## src/rtl/scan_decoder.sv

```systemverilog
// scan_decoder: registered one-hot decoder with load, hold and auto-scan modes.
//   Parameters: N     - index width, 2**N decoded outputs (1..6)
//               DWELL - cycles each index is held while scanning (1..255)
//   Ports: clk, rst (async, active-high)
//          clr  - synchronous clear to OFF (highest priority)
//          load - capture a as the current index
//          a    - index to load
//          scan - level request to auto-advance
//          dir  - scan direction, 0 = increment, 1 = decrement
//          d    - registered one-hot of idx, all zero when OFF
//          idx  - registered current index
//          wrap - one-cycle pulse after a wrap-around advance
module scan_decoder #(
  parameter int unsigned N     = 2,
  parameter int unsigned DWELL = 1
) (
  input  logic              clk,
  input  logic              rst,
  input  logic              clr,
  input  logic              load,
  input  logic [N-1:0]      a,
  input  logic              scan,
  input  logic              dir,
  output logic [(1<<N)-1:0] d,
  output logic [N-1:0]      idx,
  output logic              wrap
);

  localparam int unsigned W  = 1 << N;
  localparam int unsigned CW = (DWELL > 1) ? $clog2(DWELL) : 1;
  localparam logic [CW-1:0] CNT_LAST = CW'(DWELL - 1);
  localparam logic [N-1:0]  IDX_MAX  = {N{1'b1}};

  typedef enum logic [1:0] {
    ST_OFF  = 2'd0,
    ST_HOLD = 2'd1,
    ST_SCAN = 2'd2
  } state_t;

  state_t         state_q, state_d;
  logic [N-1:0]   idx_q, idx_d;
  logic [W-1:0]   d_q, d_d;
  logic [CW-1:0]  cnt_q, cnt_d;
  logic           wrap_q, wrap_d;

  // State and output registers
  always_ff @(posedge clk or posedge rst) begin
    if (rst) begin
      state_q <= ST_OFF;
      idx_q   <= '0;
      d_q     <= '0;
      cnt_q   <= '0;
      wrap_q  <= 1'b0;
    end else begin
      state_q <= state_d;
      idx_q   <= idx_d;
      d_q     <= d_d;
      cnt_q   <= cnt_d;
      wrap_q  <= wrap_d;
    end
  end

  // Next-state: clr > load > scan advance
  always_comb begin
    state_d = state_q;
    idx_d   = idx_q;
    cnt_d   = cnt_q;
    wrap_d  = 1'b0;

    if (clr) begin
      state_d = ST_OFF;
      idx_d   = '0;
      cnt_d   = '0;
    end else if (load) begin
      idx_d   = a;
      cnt_d   = '0;
      state_d = scan ? ST_SCAN : ST_HOLD;
    end else begin
      case (state_q)
        ST_SCAN: begin
          if (!scan) begin
            state_d = ST_HOLD;
            cnt_d   = '0;
          end else if (cnt_q == CNT_LAST) begin
            // Dwell expired: step the index, flag a wrap-around
            cnt_d = '0;
            if (dir) begin
              idx_d  = idx_q - N'(1);
              wrap_d = (idx_q == '0);
            end else begin
              idx_d  = idx_q + N'(1);
              wrap_d = (idx_q == IDX_MAX);
            end
          end else begin
            cnt_d = cnt_q + CW'(1);
          end
        end
        default: begin
          if (scan) begin
            state_d = ST_SCAN;
            cnt_d   = '0;
          end
        end
      endcase
    end

    // Decode from the next index so d and idx change on the same edge
    d_d = (state_d == ST_OFF) ? '0 : (W'(1) << idx_d);
  end

  assign d    = d_q;
  assign idx  = idx_q;
  assign wrap = wrap_q;

endmodule

```

## config.mk

```make
export PLATFORM = sky130hd
export DESIGN_NAME = scan_decoder
export DESIGN_NICKNAME = d
export VERILOG_FILES = /design/src/rtl/scan_decoder.sv
export SDC_FILE = /design/constraint.sdc
export NUM_CORES = 1
export LEC_CHECK = 0
export CAP_MARGIN = 20
export CELL_PAD_IN_SITES_DETAIL_PLACEMENT = 1
export CELL_PAD_IN_SITES_GLOBAL_PLACEMENT = 2
export CORE_UTILIZATION = 24
export CTS_CLUSTER_DIAMETER = 60
export DETAILED_ROUTE_END_ITERATION = 7
export PLACE_DENSITY_LB_ADDON = 0.1
export SLEW_MARGIN = 10
export SYNTH_ARGS = -nofsm -noshare
export SYNTH_HDL_FRONTEND = slang
export SYNTH_SLANG_ARGS = --single-unit
```

## constraint.sdc

```tcl
create_clock -name clk -period 2 [get_ports clk]
set_clock_uncertainty 0.15 [all_clocks]
set_input_delay 0.4 -clock clk [delete_from_list [all_inputs] [get_ports clk]]
set_output_delay 0.4 -clock clk [all_outputs]
set_load 0.02 [all_outputs]
```

==> flow_summary.toml, run 1 <==
[run_status]
outcome = "finished, violations left"
violations = "design-rule violations"

[grt]
grt_util_met2_pct = 28.2
grt_use_met3_pct = 7.50
grt_pass1_wl_um = 2030
first_global_vias = 459
grtUsageTotal_pct = 15.1
antenna_found_initial = 0
busiest_layer = "met2"
grt_overflow = 0
met1_usage_pct = 15.6
grt_max_degree = 10

[synthesis]
synth_top_family_by_area = "simple AND/OR/NAND/NOR gates"
synth_area_sq_um = 412
synth_nets = 49
synth_fa_ha_area_share_pct = 0
yosysWarnings = 0
async_flop_share_pct = 100
synth_top_area_share_pct = 54.7
synth_compound_area_share_pct = 6.99
ys_seq_area_share_pct = 54.7
synth.area.top_cells = "dfrtp_1 55%, nor2_1 5.5%, nor4_1 4.6%"
synth_ff_type = "dfrtp_1"
yosysTopAreaCell = "dfrtp_1"
syn_inst = 41
synth_edf_count = 0
syn_area_per_cell_sq_um = 10.0
yosys.area_share.simple_pct = 28.3
yosysUniqueCellTypes = 19
synth_mux_area_share_pct = 0
synth_xor_area_share_pct = 4.26
synth_seq_cells = 9

[clock_network]
numClockSinks = 9
root_buffer = "clkbuf_4"
cts_htree_levels = 1
tritoncts = "done"
clk_path_buf_depth = 2
clkLatencyLatePin_ps = 250
cts_buffers = 3
ctsHoldBuffers = 0
path_clk_slew_ps = 60

[layout]
drive_above_1_share_pct = 27.3
fin_area_sq_um = 684
area_growth_pct = 66.3
n_antenna_cell = 0
final_nets = 75
num-fill-cells = 192

[setup_path]
crit_path_end_kind = "flip-flop"
startpoint_type = "primary input"
path_max_fanout = 4
arrival_ps = 1950
worst-setup-path-type = "in -> reg"
critPathRequiredTime_ps = 1990
cp-startpoint = "load"
timing.rr.start = "state_q[0]"

[timing]
hold_viol_final = 0
final_max_slew_viol_count = 0
tightest_slew_ps = 365
maxSlewHeadroom_pct = 75.4
rsz0062_at_grt = "false"
fmaxAchievable_mhz = 510
fin_ws_ps = 40.0
setup_viol = 0
fin_tns_setup_ps = 0
min_period_over_period_pct = 98.0
period_needed_ps = 1960
fin_hold_ws_ps = 255

[power_and_ir_drop]
power_switching_mw = 0.116
switching_share_pct = 26.6
p_comb_share_pct = 22.7
irDropWorstVdd_mv = 0.361
p_int_mw = 0.320
clockPowerShare_pct = 31.2
pwr-share-seq_pct = 46.0
power_density_nw_per_um2 = 637
leakagePower_nw = 0.317
p_total_mw = 0.436

[detailed_routing]
first_pass_iters = 5
finalWirelength_um = 1150
remaining_drc_errors = 6
vias = 397
wire_per_inst_um = 14.0
drtIter0Drc = 6
viasPerCell = 4.84
ant_nets = 0

[placement]
gp_congestion = 0.725
numPortBuffers = 14
dpl.hpwl_um = 913
place_ws_ps = -250
place_area_sq_um = 627

[die]
fp.dieH_um = 43.4
die_x_um = 43.4
core_area_sq_um = 1560
rows = 14
ioPinCount = 15
dieArea_sq_um = 1880
start_util_pct = 26.4

[flow_run]
maxCapViolations = 0

[min_path]
hp-class = "in -> async"
-- worst max-delay path: stages --
cell and delay (ps):
clkdlybuf4s50_1 490, buf_4 180, inv_1 70, nor2_1 50, or4_4 540, and3_2 230
-- per-layer routing --
layer | vias to the layer above | wire [um]
li1 | 190 | -
met2 | 12 | 614
met1 | 195 | 477
met4 | 0 | 0
met5 | - | 0
met3 | 0 | 59
-- worst paths after layout --
| check | end | slack, ps | cells past startpoint |
|---|---|---|---|
| worst min register to register | wrap | 430 | 1 |
| worst min-delay path | d[2] | 250 | 2 |
| min in group clk | wrap | 430 | 1 |
| worst max register to register | d[0] | 200 | 5 |
| worst max-delay path | d[0] | 40 | 6 |
| max in group asynchronous | d[3] | 1200 | 2 |
-- power by group through the flow --
| stage | Combinational, mW | Sequential, mW | Clock [mW] |
|---|---|---|---|
| after detailed placement | 0.0930 | 0.204 | 0 |
| after CTS | 0.0941 | 0.201 | 0.143 |
| after global placement | 0.0896 | 0.203 | 0 |
| final | 0.0991 | 0.201 | 0.136 |
| after global routing | 0.108 | 0.202 | 0.158 |
| after floorplan | 0.0323 | 0.211 | 0 |
-- state kept, by name (all words and copies together) (netlist names) --
signal   count
idx          2
wrap         1
d            4
state_q      2
-- cell usage in the layout (no fill, tap or decap), types with 2 or more instances in the layout --
cell type	count
clkdlybuf4s50_1	13
dfrtp_1	9
buf_4	8
nor2_1	6
inv_1	4
clkbuf_4	3
nand3b_1	2
a21oi_1	2
nor3_1	2
nor4_1	2
-- synthesized netlist by cell type (all sizes together) (2+ instances only) --
master / number
dfrtp: 9
a21oi: 2
nor2: 6
inv: 5
nor3: 2
nand3b: 2
and3: 2
nor4: 4
xnor2: 2
-- cells by family after synthesis --
logic type | Yosys count
flops | 9
compound gates | 5
buf+inv | 6
xor+xnor | 2
simple gates | 19
-- per-stage QoR --
step,util [%],instances
after floorplan,-,41
after global placement,40.2,78
after detailed placement,40.2,78
after CTS,41.9,82
after global routing,43.9,82
final,43.9,82
-- repair_timing --
| action | CTS | global route |
|---|---|---|
| gates resized for setup | 0 | 5 |
| endpoints found under the setup margin | 0 | 4 |
| buffers inserted | 0 | 0 |
-- layout make-up --
class	instances	area (sq um)	area share [%]
inverters	5	18.8	2.74
well taps	16	20.0	2.93
repair buffers	22	203	29.6
clock buffers	4	26.3	3.84
multi-input cells	26	191	28.0
flip-flops and latches	9	225	32.9
No activity file was read; power rests on OpenSTA's default activity.
==> inputs of run 2 (changes only) <==
--- a/config.mk
+++ b/config.mk
@@ -9,7 +9,7 @@
 export CELL_PAD_IN_SITES_DETAIL_PLACEMENT = 1
 export CELL_PAD_IN_SITES_GLOBAL_PLACEMENT = 2
 export CORE_UTILIZATION = 24
-export CTS_CLUSTER_DIAMETER = 60
+export CTS_CLUSTER_DIAMETER = 40
 export DETAILED_ROUTE_END_ITERATION = 7
 export PLACE_DENSITY_LB_ADDON = 0.1
 export SLEW_MARGIN = 10
==> results of run 2 <==
The final DEF is identical to that of run 1; final timing and power are the same.
